## config.mk

```make
export PLATFORM = sky130hd
export DESIGN_NAME = plot_point_feeder
export DESIGN_NICKNAME = d
export VERILOG_FILES = /design/src/rtl/plot_point_feeder.sv
export SDC_FILE = /design/constraint.sdc
export NUM_CORES = 1
export LEC_CHECK = 0
export ABC_AREA = 1
export CAP_MARGIN = 30
export CORE_MARGIN = 1
export CORE_UTILIZATION = 40
export CTS_CLUSTER_DIAMETER = 30
export CTS_CLUSTER_SIZE = 40
export DETAILED_ROUTE_END_ITERATION = 16
export SLEW_MARGIN = 10
export SYNTH_ARGS = -nofsm -noshare
export SYNTH_HDL_FRONTEND = slang
export SYNTH_SLANG_ARGS = --single-unit
```

## constraint.sdc

```tcl
create_clock -name CLOCK_50 -period 6.5 [get_ports CLOCK_50]
set_input_delay 1.3 -clock CLOCK_50 [delete_from_list [all_inputs] [get_ports CLOCK_50]]
set_output_delay 1.3 -clock CLOCK_50 [all_outputs]
set_load 0.05 [all_outputs]
```

## src/rtl/plot_point_feeder.sv

```systemverilog
// Buffers (x, y) plot points in a small FIFO and presents one at a time as
// the display dot offset. The dot changes only on a vsync-derived frame tick.
//
// Ports:
//   CLOCK_50, reset    : system clock, async active-high reset
//   s_valid/s_ready    : upstream coordinate handshake
//   s_x, s_y           : coordinate payload
//   vga_vs             : display vsync (asynchronous, synchronized here)
//   dot_x, dot_y       : displayed dot offset (registered)
//   dot_valid          : a point has been loaded since reset
//   fill               : FIFO occupancy
//   drop_count         : saturating count of rejected samples
//
// Build option: define PLOT_CLAMP_EN to clamp out-of-range samples into
// the plot area instead of dropping them.

module plot_point_feeder #(
  parameter int MAX_X       = 580,
  parameter int MAX_Y       = 218,
  parameter int DEPTH       = 8,
  parameter int HOLD_FRAMES = 1
) (
  input  logic                     CLOCK_50,
  input  logic                     reset,
  input  logic                     s_valid,
  output logic                     s_ready,
  input  logic [9:0]               s_x,
  input  logic [8:0]               s_y,
  input  logic                     vga_vs,
  output logic [9:0]               dot_x,
  output logic [8:0]               dot_y,
  output logic                     dot_valid,
  output logic [$clog2(DEPTH):0]   fill,
  output logic [7:0]               drop_count
);

  localparam int AW = $clog2(DEPTH);
  localparam int FW = AW + 1;

  localparam logic [FW-1:0] FULL      = FW'(DEPTH);
  localparam logic [9:0]    LIM_X     = 10'(MAX_X);
  localparam logic [8:0]    LIM_Y     = 9'(MAX_Y);
  localparam logic [7:0]    HOLD_LAST = 8'(HOLD_FRAMES - 1);

  typedef enum logic {
    WAIT_FIRST,
    SHOW
  } state_t;

  state_t state;

  logic [9:0]    mem_x [DEPTH];
  logic [8:0]    mem_y [DEPTH];
  logic [AW-1:0] wr_ptr;
  logic [AW-1:0] rd_ptr;
  logic [7:0]    hold_cnt;

  logic vs_s0;
  logic vs_s1;
  logic vs_s2;
  logic frame_tick;

  logic accept;
  logic push;
  logic pop;
  logic hold_done;
  logic [9:0] wr_x;
  logic [8:0] wr_y;

  // Two flops for metastability, third for rising-edge detection.
  always_ff @(posedge CLOCK_50 or posedge reset) begin
    if (reset) begin
      vs_s0 <= 1'b0;
      vs_s1 <= 1'b0;
      vs_s2 <= 1'b0;
    end else begin
      vs_s0 <= vga_vs;
      vs_s1 <= vs_s0;
      vs_s2 <= vs_s1;
    end
  end

  assign frame_tick = vs_s1 & ~vs_s2;

  // Readiness comes from registered fill only, so a pop on this edge
  // cannot open a slot for a push on the same edge.
  assign s_ready = (fill != FULL);
  assign accept  = s_valid & s_ready;

`ifdef PLOT_CLAMP_EN
  assign push       = accept;
  assign wr_x       = (s_x > LIM_X) ? LIM_X : s_x;
  assign wr_y       = (s_y > LIM_Y) ? LIM_Y : s_y;
  assign drop_count = 8'd0;
`else
  logic legal;

  assign legal = (s_x <= LIM_X) && (s_y <= LIM_Y);
  assign push  = accept & legal;
  assign wr_x  = s_x;
  assign wr_y  = s_y;

  always_ff @(posedge CLOCK_50 or posedge reset) begin
    if (reset) begin
      drop_count <= 8'd0;
    end else if (accept && !legal && drop_count != 8'hFF) begin
      drop_count <= drop_count + 8'd1;
    end
  end
`endif

  assign hold_done = (hold_cnt == HOLD_LAST);

  // Pop eligibility looks at pre-edge fill; a push into an empty FIFO
  // therefore never feeds the same edge's pop.
  always_comb begin
    pop = 1'b0;
    if (frame_tick && fill != '0) begin
      case (state)
        WAIT_FIRST: pop = 1'b1;
        SHOW:       pop = hold_done;
      endcase
    end
  end

  // Storage has no reset; validity is carried by fill and the pointers.
  always_ff @(posedge CLOCK_50) begin
    if (push) begin
      mem_x[wr_ptr] <= wr_x;
      mem_y[wr_ptr] <= wr_y;
    end
  end

  always_ff @(posedge CLOCK_50 or posedge reset) begin
    if (reset) begin
      wr_ptr    <= '0;
      rd_ptr    <= '0;
      fill      <= '0;
      state     <= WAIT_FIRST;
      dot_x     <= 10'd0;
      dot_y     <= 9'd0;
      dot_valid <= 1'b0;
      hold_cnt  <= 8'd0;
    end else begin
      if (push) begin
        wr_ptr <= wr_ptr + AW'(1);
      end
      if (pop) begin
        rd_ptr <= rd_ptr + AW'(1);
      end

      case ({push, pop})
        2'b10:   fill <= fill + FW'(1);
        2'b01:   fill <= fill - FW'(1);
        default: fill <= fill;
      endcase

      case (state)
        WAIT_FIRST: begin
          if (pop) begin
            dot_x     <= mem_x[rd_ptr];
            dot_y     <= mem_y[rd_ptr];
            dot_valid <= 1'b1;
            hold_cnt  <= 8'd0;
            state     <= SHOW;
          end
        end
        SHOW: begin
          if (frame_tick) begin
            if (!hold_done) begin
              hold_cnt <= hold_cnt + 8'd1;
            end else if (pop) begin
              dot_x    <= mem_x[rd_ptr];
              dot_y    <= mem_y[rd_ptr];
              hold_cnt <= 8'd0;
            end
          end
        end
      endcase
    end
  end

endmodule

```

* Word level (Yosys, flattened, before mapping) *
Memory sizes are Yosys's and may differ from the RTL's.
Cells that the tools add are included.

word-level totals
  logic and storage cells = 62
  output and inout bits = 33
  bits of input ports = 23
  register bits after elaboration = 50
  memory bits (writable) = 152
  memories kept = 2

memory list
  name   depth  bits a word  read ports  clocked after memory_dff  wr ports  RTL line  source
  mem_x  8      10           1           0                         1         52        logic [9:0] mem_x [DEPTH];
  mem_y  8      9            1           0                         1         53        logic [8:0] mem_y [DEPTH];

operators by class
  bitwise gates (word level) = 5
  magnitude comparators = 2
  add/subtract/negate cells = 6
  mux-type cells = 19
  reduce and logical (&&, ||, !) cells = 10
  eq/ne operators = 6

operator list
  operator                count
  $mux W10                3
  $mux W9                 3
  $mux W8                 3
  $pmux W10 S2            1
  $pmux W9 S2             1
  $add A8 B1 Y8 const B   2
  $pmux W8 S2             1
  $le A10 B10 Y1 const B  1
  $le A9 B8 Y1 const B    1
  $logic_not A8 Y1        1
  $ne A8 B8 Y1 const B    1
  $pmux W4 S2             1
  $add A3 B1 Y3 const B   2
  $mux W1                 5
  $add A4 B1 Y4 const B   1
  $logic_and A1 B1 Y1     4
  $ne A2 B1 Y1 const B    2
  $ne A4 B4 Y1 const B    1
  $reduce_and A2 Y1       2
  $reduce_bool A4 Y1      1
  $sub A4 B1 Y4 const B   1
  $and A1 B1 Y1           3
  $eq A2 B1 Y1 const B    1
  $eq A2 B2 Y1 const B    1
  other kinds (4)         5

* Logic depth before layout (Yosys ltp) *
Gate-level depths: netlist (run 1).

  depth after elaboration = 8
  gate-level depth with buffers = 16
  mapped depth without buffers = 15

* Least setup slack after synthesis (run 1) *
No wires, ideal clock.

  path type = in2reg
  from = in s_x[7]
  to = reg fill[3]
  cell stages on the path = 15
  data arrival time = 3077 ps
  buffers on the path = 1
  slack = 3302 ps
  data required time = 6379 ps
  setup time = 121 ps
  cell sequence = inv_1 -> nand2_1 -> nor2_1 -> nand3_1 -> nand2_1 -> nand3_1 -> buf_4 -> ha_1 -> ha_1 -> a21oi_1 -> nand2_1 -> a21oi_1 -> o21ai_0 -> nand2_1 -> nand2_1

between the ends
  word-level cells in the longest chain between the ends = 5
  elaborated cells between the ends (all ways) = 7
  classes of those cells = order compare: 1; eq/ne: 2; mux: 1; bitwise: 1; reduce/logical: 2

RTL lines
  what                                               RTL line  source
  from (decl)                                        27        input logic [9:0] s_x,
  $le A10 B10 Y1 (*)                                 98        assign legal = (s_x <= LIM_X) && (s_y <= LIM_Y);
  $logic_and A1 B1 Y1 (*)                            98
  $and A1 B1 Y1 (*)                                  99        assign push = accept & legal;
  $eq A2 B1 Y1 or $eq A2 B2 Y1 (tied branches)       152       case ({push, pop})
  $pmux W4 S2 or $reduce_bool A2 Y1 (tied branches)  --
  to (signal assigned)                               153       2'b10: fill <= fill + FW'(1);
  to (signal assigned)                               154       2'b01: fill <= fill - FW'(1);
  to (signal assigned)                               155       default: fill <= fill;
  to (decl)                                          33        output logic [$clog2(DEPTH):0] fill,

Every way passes the cells marked *; elsewhere a longest branch is shown, timed or not.
A chain may end at the register's enable or synchronous reset.

* Worst setup path after layout (run 1) *
  from = in s_x[8]
  to = reg fill[3]

Same word-level chain as after synthesis.

==> impl_metrics.yaml, run 1 <==
status:
  result_of_the_run: "complete, no violations"
synthesis:
  ys_async_sr_fraction_pct: 24.8
  synth_top_cells_by_area: "sky130_fd_sc_hd__edfxtp_1, sky130_fd_sc_hd__dfrtp_1, sky130_fd_sc_hd__nand2_1"
  synth_largest_area_cell: "sky130_fd_sc_hd__edfxtp_1"
  synth_most_common_cell: "sky130_fd_sc_hd__nand2_1"
  netlist.area_leader.share_pct: 52.7
  synth_flop_cell: "sky130_fd_sc_hd__edfxtp_1"
  synth_commonest_cells: "sky130_fd_sc_hd__nand2_1, sky130_fd_sc_hd__edfxtp_1, sky130_fd_sc_hd__nand3_1"
  synth_edf_count: 152
  syn-cell-area_mm2: 0.00865
  synth-seq-cells: 202
  yosys_warnings: 0
  synth_seq_area_share_pct: 67.2
  syn-instance-count: 833
  netlist-cell-type-count: 31
  syn_area_per_cell_um2: 10.4
  synth_nets: 865
drt:
  dr.max_layer_used: "met5"
  wirelength_met1_um: 9320
  route.antenna.remaining_nets: 0
  routed_wire_length_per_instance_um: 16.3
  num_vias: 6021
  met3WireLength_um: 1100
  detail_route.wirelength_um: 19900
  drt-vias-per-instance: 4.94
  drc: 0
  drt-initial-drc-count: 416
  met2_wirelength_um: 9160
  firstDrtPassIters: 4
timing:
  maxSlewViolCount: 0
  pnr_worst_setup_slack_ns: 2.34
  finalClockSkew_ns: 0.0336
  whs_ns: 0.354
  worst-slew-pin-transition_ns: 0.893
  grt_setup_unrepaired: "no"
  final_min_period_over_clock_period_pct: 64.0
  setup-violations-final: 0
  final.setup.tns_ns: 0
  hold_violations: 0
  worst_slew_margin_rel_pct: 40.4
  maxClockFrequency_ghz: 0.240
  final_critical_path_required_period_ns: 4.16
floorplan:
  std_cell_rows: 53
  die_y_um: 149
  num_io_pins: 56
  floorplan.die_area_mm2: 0.0222
  initial_core_util_pct: 41.0
  die_width_um: 149
  floorplan.core_area_mm2: 0.0211
global_route:
  grtUsageTotal_pct: 18.9
  grt_first_pass_wirelength_um: 31700
  number_of_global_route_vias_before_repair: 5821
  number_of_antenna_violations_at_the_first_check_in_global_routing: 1
  grt_start_max_net_pins: 80
  grt_remaining_overflow: 0
placement:
  io_buffer_count: 55
  pre_cts_ws_ns: 1.84
  final_hpwl_from_detailed_placement_um: 11000
  post-place-cells: 1140
  place.gp.congestion: 0.796
critical_path:
  timing.critical_path.slowest_cell_delay_ns: 0.66
  timing.critical_path.slowest_stage_cell: "sky130_fd_sc_hd__clkdlybuf4s50_1"
  critical_path_required_ns: 6.90
  timing.critical_path.fanout_max: 12
  reg2reg_to: "fill[3]"
  critical_path.most_common_cell: "sky130_fd_sc_hd__nand2_1"
  worstSetupStartpointType: "input port"
  worstRegToRegCells: 13
  r2r-start: "fill[0]"
  path_cells: "clkdlybuf4s50_1, inv_1, nand2_1, nor2_1, nand2_1, nand2_1, nand2_1, nand3_1, ha_1, ha_1, a21oi_1, nand2_1, a21oi_1, o21ai_0, nand2_1, nand2_1"
  path_class: "in -> reg"
  worstPathBufferInverterCount: 2
  worstPathArrival_ns: 4.56
  end_kind: "register"
  path_delay_family: "simple AND/OR/NAND/NOR gates"
  r2r_setup_slack_ns: 3.49
layout:
  antennaDiodeCount: 0
  fin_cells: 1220
  drive_above_1_share_pct: 11.2
  num-nets-final: 942
  synthToLayoutAreaGrowth_pct: 28.4
clock_tree:
  cts.repair.resized: 0
  cts_buffers: 43
  insertion_delay_ns: 0.54
  ctsHoldBuffers: 0
  postCtsSetupRepairBufs: 0
  cts.path.max_buffers: 3
  cts_tree: "yes"
  clockRootBuffer: "sky130_fd_sc_hd__clkbuf_16"
  htreeDepth: 2
  numClockSinks: 202
  cts_clk_pin_slew_worst_paths_ns: 0.04
power_and_ir_drop:
  total_leakage_power_nw: 4.57
  peakVddDrop_mv: 0.216
  design_power_total_w: 0.00550
  power.density_cell_area_mw_per_mm2: 495
hold_path:
  holdPathEnd: "vs_s1"
  hold_path_startpoint: "vs_s0"
  hold_path_depth: 0
  min-delay-path-class: "reg -> reg"
flow_run:
  cap_violations: 0
[worst register-to-register path: stages (launching register included)]
cell,delay [ns]
sky130_fd_sc_hd__dfrtp_1,0.43
sky130_fd_sc_hd__nor2_1,0.10
sky130_fd_sc_hd__nand3_2,0.07
sky130_fd_sc_hd__nand2_1,0.11
sky130_fd_sc_hd__inv_1,0.16
sky130_fd_sc_hd__nand3_1,0.54
sky130_fd_sc_hd__ha_1,0.53
sky130_fd_sc_hd__ha_1,0.34
sky130_fd_sc_hd__a21oi_1,0.16
sky130_fd_sc_hd__nand2_1,0.09
sky130_fd_sc_hd__a21oi_1,0.16
sky130_fd_sc_hd__o21ai_0,0.10
sky130_fd_sc_hd__nand2_1,0.06
sky130_fd_sc_hd__nand2_1,0.05
[registers in the layout (all words and copies together) (netlist names)]
| signal | cells |
|---|---|
| mem_x | 80 |
| mem_y | 72 |
| dot_x | 10 |
| dot_y | 9 |
| drop_count | 8 |
| hold_cnt | 8 |
| fill | 4 |
| rd_ptr | 3 |
| wr_ptr | 3 |
| dot_valid | 1 |
| state | 1 |
| vs_s0 | 1 |
| vs_s1 | 1 |
| vs_s2 | 1 |
[cell usage in the layout, fill, tap and decap left out, types with 2 or more instances in the layout]
cell type and count:
sky130_fd_sc_hd__ha_1 8, sky130_fd_sc_hd__xor2_1 8, sky130_fd_sc_hd__inv_2 4, sky130_fd_sc_hd__clkinv_2 2, sky130_fd_sc_hd__clkinvlp_4 4, sky130_fd_sc_hd__clkbuf_16 46
sky130_fd_sc_hd__nor2_1 23, sky130_fd_sc_hd__nand2_2 3, sky130_fd_sc_hd__edfxtp_1 152, sky130_fd_sc_hd__inv_1 37, sky130_fd_sc_hd__a21oi_1 2, sky130_fd_sc_hd__clkdlybuf4s50_1 55
sky130_fd_sc_hd__buf_4 10, sky130_fd_sc_hd__xnor2_1 4, sky130_fd_sc_hd__dfrtp_1 49, sky130_fd_sc_hd__nand2_1 327, sky130_fd_sc_hd__nor2_2 6, sky130_fd_sc_hd__inv_6 4
sky130_fd_sc_hd__nand4_1 4, sky130_fd_sc_hd__clkinv_4 4, sky130_fd_sc_hd__nor2_4 5, sky130_fd_sc_hd__clkbuf_1 3, sky130_fd_sc_hd__clkinv_1 5, sky130_fd_sc_hd__bufinv_16 7
sky130_fd_sc_hd__clkbuf_8 3, sky130_fd_sc_hd__nand3_1 146, sky130_fd_sc_hd__o21ai_0 10
[area by class of cell]
| class | instances | area (µm²) |
|---|---|---|
| well taps | 275 | 344 |
| fillers | 1872 | 9980 |
| flip-flops and latches | 202 | 5820 |
| clock inverters | 28 | 385 |
| repair buffers | 66 | 653 |
| inverters | 42 | 160 |
| multi-input cells | 555 | 2540 |
| clock buffers | 52 | 1200 |
[routing by layer]
layer	track usage (%)	vias to the layer above
met4	6.43	2
met5	0	-
met1	26.1	2883
met3	3.98	31
met2	29.7	146
li1	-	2959
[metrics by stage]
| step | util (%) | cell area (µm²) |
|---|---|---|
| after floorplan | - | 8650 |
| after global placement | 45.0 | 9490 |
| after detailed placement | 45.1 | 9520 |
| after CTS | 52.7 | 11100 |
| after global routing | 52.7 | 11100 |
| final | 52.7 | 11100 |
[logic make-up after synthesis]
group	Yosys count	synth area share (%)
DFF	202	67.2
AOI/OAI and AO/OA	17	1.14
and+or+nand+nor	517	25.2
adders and majority gates	9	1.39
buffers and inverters	76	3.80
xor gates and xnor gates	12	1.21
[where the power goes]
group | switching (W) | total, W | leakage [nW] | internal [W]
clock network | 0.000714 | 0.00232 | 0.760 | 0.00161
logic | 0.00108 | 0.00154 | 1.81 | 0.000461
registers | 0.000102 | 0.00164 | 2.00 | 0.00153
total | 0.00189 | 0.00550 | 4.57 | 0.00360
[worst max path at each step]
stage,startpoint,to,depth (start not counted)
2_1_floorplan,s_x[7],fill[3],15
3_3_place_gp,s_x[8],fill[3],16
3_5_place_dp,s_x[8],fill[3],16
4_1_cts,s_x[8],fill[3],16
5_1_grt,s_x[7],fill[3],16
6_report,s_x[8],fill[3],16
No activity file was read; power rests on OpenSTA's default activity.
==> run 2: changes to the inputs <==
- clock period: 6.5 -> 3.41 ns (I/O delays scaled with it)
==> run 2 against run 1 <==
Critical path depth did not move; wire length is 0.24% higher; first-iteration DRC count is 15% higher.
==> impl_metrics.yaml, run 2 (synthesis gave the netlist of run 1 again) <==
clock_tree:
  htreeDepth: 2
  postCtsSetupRepairBufs: 0
  cts_tree: "yes"
  numClockSinks: 202
  cts_clk_pin_slew_worst_paths_ns: 0.04
  clockRootBuffer: "sky130_fd_sc_hd__clkbuf_16"
  ctsHoldBuffers: 0
  cts.path.max_buffers: 3
  cts_buffers: 41
  insertion_delay_ns: 0.51
  cts.repair.resized: 0
placement:
  pre_cts_ws_ns: 0.138
  place.gp.congestion: 0.767
  io_buffer_count: 55
  final_hpwl_from_detailed_placement_um: 11600
timing:
  setup-violations-final: 0
  whs_ns: 0.365
  finalClockSkew_ns: 0.0162
  maxClockFrequency_ghz: 0.358
  worst-slew-pin-transition_ns: 0.879
  final_min_period_over_clock_period_pct: 81.8
  final_critical_path_required_period_ns: 2.79
  hold_violations: 0
  final.setup.tns_ns: 0
  maxSlewViolCount: 0
  pnr_worst_setup_slack_ns: 0.621
  grt_setup_unrepaired: "no"
  worst_slew_margin_rel_pct: 41.4
critical_path:
  worstSetupStartpointType: "input port"
  path_class: "in -> reg"
  critical_path.startpoint: "s_x[8]"
  worstRegToRegCells: 13
  worstPathArrival_ns: 3.18
  timing.critical_path.fanout_max: 6
  critical_path_required_ns: 3.80
  r2r-start: "fill[0]"
  end_kind: "register"
  r2r_setup_slack_ns: 0.95
  reg2reg_to: "fill[3]"
layout:
  reg_top3: "mem_x x80, mem_y x72, dot_x x10"
  utilization_pct: 52.7
  antennaDiodeCount: 0
  regArea_mm2: 0.00582
  largest_register: "mem_x"
  final_common_cell: "sky130_fd_sc_hd__nand2_1"
  synthToLayoutAreaGrowth_pct: 28.4
  multi_input_comb_area_mm2: 0.00253
  largest_reg_flops: 80
  commonest_non_fill_non_tap_cells_in_the_layout: "sky130_fd_sc_hd__nand2_1, sky130_fd_sc_hd__edfxtp_1, sky130_fd_sc_hd__nand3_1"
  num-nets-final: 968
  drive_above_1_share_pct: 12.6
  fillers: 1863
hold_path:
  hold_path_startpoint: "vs_s0"
  hold_path_depth: 0
  holdPathEnd: "vs_s1"
  min-delay-path-class: "reg -> reg"
drt:
  firstDrtPassIters: 4
  drc: 0
  detail_route.wirelength_um: 20000
  num_vias: 6055
  route.antenna.remaining_nets: 0
  drt-vias-per-instance: 4.87
  routed_wire_length_per_instance_um: 16.1
  drt-initial-drc-count: 479
floorplan:
  initial_core_util_pct: 41.0
  num_io_pins: 56
  floorplan.die_area_mm2: 0.0222
  die_y_um: 149
  floorplan.core_area_mm2: 0.0211
  std_cell_rows: 53
  die_width_um: 149
status:
  result_of_the_run: "complete, no violations"
global_route:
  grtUsageTotal_pct: 19.0
  grt_remaining_overflow: 0
  number_of_global_route_vias_before_repair: 5983
  grt_first_pass_wirelength_um: 32000
  number_of_antenna_violations_at_the_first_check_in_global_routing: 0
  grt_start_max_net_pins: 79
flow_run:
  cap_violations: 0
power_and_ir_drop:
  total_leakage_power_nw: 4.61
  peakVddDrop_mv: 0.415
  power.density_cell_area_mw_per_mm2: 889
-- run 2: changes by cell type in the layout (fill, tap and decap cells not counted), sizes merged --
cell / delta
bufinv: -3
clkinvlp: -3
buf: +28
clkbuf: -2
clkinv: +3
-- run 2: cell type report --
class / instances / share of cell area, %
Clock buffer: 50 / 9.92
Inverter: 42 / 1.44
Timing Repair Buffer: 94 / 8.27
Sequential cell: 202 / 52.4
Clock inverter: 25 / 2.14
Multi-Input combinational cell: 555 / 22.8
Tap cell: 275 / 3.10
-- run 2: how the worst max path moves through the flow --
stage / to / slack (ns) / cells past startpoint
after detailed placement: fill[3] / 0.14 / 15
after floorplan: fill[3] / 0.58 / 14
after global placement: fill[3] / 0.16 / 15
final: fill[3] / 0.62 / 16
after CTS: fill[3] / 0.66 / 15
after global routing: fill[3] / 0.37 / 15
-- run 2: critical path, cell delays in order --
cell and delay [ns]:
sky130_fd_sc_hd__clkdlybuf4s50_1 0.57, sky130_fd_sc_hd__inv_1 0.06, sky130_fd_sc_hd__nand2_1 0.07, sky130_fd_sc_hd__nor2_1 0.05, sky130_fd_sc_hd__nand2_1 0.06, sky130_fd_sc_hd__nand2_1 0.05, sky130_fd_sc_hd__nand2_1 0.16, sky130_fd_sc_hd__nand3_1 0.18
sky130_fd_sc_hd__ha_1 0.31, sky130_fd_sc_hd__ha_1 0.34, sky130_fd_sc_hd__a21oi_1 0.16, sky130_fd_sc_hd__nand2_1 0.09, sky130_fd_sc_hd__a21oi_1 0.17, sky130_fd_sc_hd__o21ai_0 0.11, sky130_fd_sc_hd__nand2_1 0.06, sky130_fd_sc_hd__nand2_1 0.04
-- run 2: through the flow --
stage | power (W) | cells | area [µm²]
after floorplan | 0.00514 | 833 | 8650
after global placement | 0.00607 | 1168 | 9770
after detailed placement | 0.00611 | 1168 | 9770
after CTS | 0.00996 | 1243 | 11100
after global routing | 0.0104 | 1243 | 11100
final | 0.00988 | 1243 | 11100
-- run 2: per-layer routing --
layer / share of wire (%) / vias to the layer above / GRT usage (%)
met1: 44 / 2849 / 24.2
met5: 0 / - / 0
met4: 2.3 / 0 / 7.09
met2: 49 / 151 / 31.5
li1: - / 3016 / -
met3: 5.4 / 39 / 4.43
-- run 2: where the power goes --
| group | total, W | switching (W) | internal, W |
|---|---|---|---|
| sequential | 0.00312 | 0.000194 | 0.00293 |
| clock | 0.00382 | 0.00123 | 0.00259 |
| combinational | 0.00294 | 0.00204 | 0.000905 |
==> run 3: changes to the inputs <==
- clock period: 3.41 -> 2.7 ns (I/O delays scaled with it)
==> run 3 against run 2 <==
Die area is the same; power grew 34%; cell count grew 0.88%; global-route usage fell by 0.22 points; core utilization grew 1.5 points; wire length down 0.14%; critical endpoint unchanged; largest power group unchanged.
==> impl_metrics.yaml, run 3 (synthesis gave the netlist of run 1 again) <==
power_and_ir_drop:
  p_int_w: 0.00877
  power.net_switching_w: 0.00448
  sequentialPowerShare_pct: 29.9
  share_clk_of_total_power_pct: 41.6
  peakVddDrop_mv: 0.511
  power.density_cell_area_mw_per_mm2: 1160
  p_comb_share_pct: 28.5
  design_power_total_w: 0.0133
  power_switching_share_pct: 33.8
  total_leakage_power_nw: 4.74
clock_tree:
  htreeDepth: 2
  cts.repair.resized: 0
  cts_clk_pin_slew_worst_paths_ns: 0.04
  numClockSinks: 202
  cts_tree: "yes"
  cts.path.max_buffers: 3
  ctsHoldBuffers: 0
  postCtsSetupRepairBufs: 0
  cts_buffers: 43
  insertion_delay_ns: 0.54
  clockRootBuffer: "sky130_fd_sc_hd__clkbuf_16"
placement:
  final_hpwl_from_detailed_placement_um: 11600
  post-place-cells: 1176
  place.gp.congestion: 0.798
  io_buffer_count: 55
floorplan:
  initial_core_util_pct: 41.0
  std_cell_rows: 53
  die_width_um: 149
  die_y_um: 149
  floorplan.die_area_mm2: 0.0222
  num_io_pins: 56
  floorplan.core_area_mm2: 0.0211
layout:
  largest_reg_flops: 80
  fin_cells: 1254
  regArea_mm2: 0.00582
  antennaDiodeCount: 0
  multi_input_comb_area_mm2: 0.00255
  largest_register: "mem_x"
  drive_above_1_share_pct: 14.1
  commonest_non_fill_non_tap_cells_in_the_layout: "sky130_fd_sc_hd__nand2_1, sky130_fd_sc_hd__edfxtp_1, sky130_fd_sc_hd__nand3_1"
  fillers: 1840
  reg_top3: "mem_x x80, mem_y x72, dot_x x10"
  num-nets-final: 978
  synthToLayoutAreaGrowth_pct: 32.0
  final_common_cell: "sky130_fd_sc_hd__nand2_1"
drt:
  num_vias: 6156
  drt-vias-per-instance: 4.91
  routed_wire_length_per_instance_um: 15.9
  route.antenna.remaining_nets: 0
  firstDrtPassIters: 4
  detail_route.wirelength_um: 20000
  drt-initial-drc-count: 282
  drc: 0
hold_path:
  min-delay-path-class: "in -> async"
flow_run:
  cap_violations: 0
global_route:
  grt_start_max_net_pins: 79
  grt_remaining_overflow: 0
  number_of_global_route_vias_before_repair: 5891
  number_of_antenna_violations_at_the_first_check_in_global_routing: 0
  grtUsageTotal_pct: 18.8
  grt_first_pass_wirelength_um: 31700
critical_path:
  timing.critical_path.fanout_max: 11
  worstRegToRegCells: 12
  critical_path_required_ns: 3.10
  r2r-start: "fill[0]"
  critical_path.startpoint: "s_y[7]"
  r2r_setup_slack_ns: 0.34
  worstPathArrival_ns: 2.93
  worstSetupStartpointType: "input port"
  path_class: "in -> reg"
  reg2reg_to: "fill[3]"
  end_kind: "register"
timing:
  finalClockSkew_ns: 0.0212
  final_min_period_over_clock_period_pct: 93.5
  grt_setup_unrepaired: "no"
  worst_slew_margin_rel_pct: 43.0
  final_critical_path_required_period_ns: 2.53
  maxSlewViolCount: 0
  maxClockFrequency_ghz: 0.396
  worst-slew-pin-transition_ns: 0.855
  setup-violations-final: 0
  hold_violations: 0
status:
  result_of_the_run: "complete, no violations"
[run 3: changes by cell type in the layout (fill, tap and decap cells not counted), sizes merged]
| cell | change |
|---|---|
| buf | +8 |
| clkinv | -2 |
| bufinv | +6 |
| clkinvlp | +3 |
| inv | -3 |
| clkbuf | -1 |
| clkdlybuf4s50 | -1 |
| dlymetal6s2s | +1 |
[run 3: power by group through the flow]
| stage | Sequential, W | Clock [W] | Combinational [W] |
|---|---|---|---|
| final | 0.00396 | 0.00551 | 0.00378 |
| after floorplan | 0.00464 | 0 | 0.00186 |
| after global placement | 0.00401 | 0 | 0.00374 |
| after detailed placement | 0.00401 | 0 | 0.00378 |
| after CTS | 0.00396 | 0.00558 | 0.00380 |
| after global routing | 0.00400 | 0.00573 | 0.00416 |
[run 3: metrics by stage]
| stage | TNS [ns] | hold slack [ns] | area, µm² | utilization, % | setup slack [ns] |
|---|---|---|---|---|---|
| 3_5_place_dp | -0.778 | 0.340 | 9880 | 46.8 | -0.383 |
| 4_1_cts | 0 | 0.348 | 11400 | 54.1 | 0.132 |
| 3_3_place_gp | -0.674 | 0.335 | 9880 | 46.8 | -0.335 |
| 2_1_floorplan | 0 | 0.331 | 8670 | - | 0.0103 |
| 5_1_grt | 0 | 0.360 | 11400 | 54.2 | 0.0302 |
| 6_report | 0 | 0.344 | 11400 | 54.2 | 0.174 |
[run 3: per-layer routing]
layer,vias up,routed length (µm),track usage [%],share of wire [%]
met5,-,0,0,0
met1,2912,8990,24.8,45
met3,42,1120,3.55,5.6
li1,3035,-,-,-
met2,167,9310,30.6,47
met4,0,535,7.45,2.7
[run 3: how the worst max path moves through the flow]
stage,slack [ns],cells after the start,to
2_1_floorplan,0.01,14,fill[3]
3_3_place_gp,-0.34,15,fill[3]
3_5_place_dp,-0.38,15,fill[3]
4_1_cts,0.13,15,fill[3]
5_1_grt,0.03,14,fill[3]
6_report,0.17,14,fill[3]
[run 3: cell type report]
| type | count | share of cell area [%] |
|---|---|---|
| flip-flops and latches | 202 | 50.9 |
| multi-input cells | 555 | 22.3 |
| clock buffers | 49 | 9.61 |
| repair buffers | 102 | 8.91 |
| clock inverters | 29 | 3.84 |
| well taps | 275 | 3.01 |
| inverters | 42 | 1.40 |
[run 3: worst max-delay path, cell delays in order]
cell and delay (ns):
sky130_fd_sc_hd__clkdlybuf4s50_1 0.67, sky130_fd_sc_hd__nand2_1 0.09, sky130_fd_sc_hd__nor2_1 0.11, sky130_fd_sc_hd__nand3_1 0.07, sky130_fd_sc_hd__nand2_1 0.12, sky130_fd_sc_hd__nand3_2 0.11, sky130_fd_sc_hd__ha_1 0.25, sky130_fd_sc_hd__ha_1 0.32
sky130_fd_sc_hd__a21oi_1 0.17, sky130_fd_sc_hd__nand2_1 0.09, sky130_fd_sc_hd__a21oi_1 0.16, sky130_fd_sc_hd__o21ai_0 0.11, sky130_fd_sc_hd__nand2_1 0.07, sky130_fd_sc_hd__nand2_1 0.05
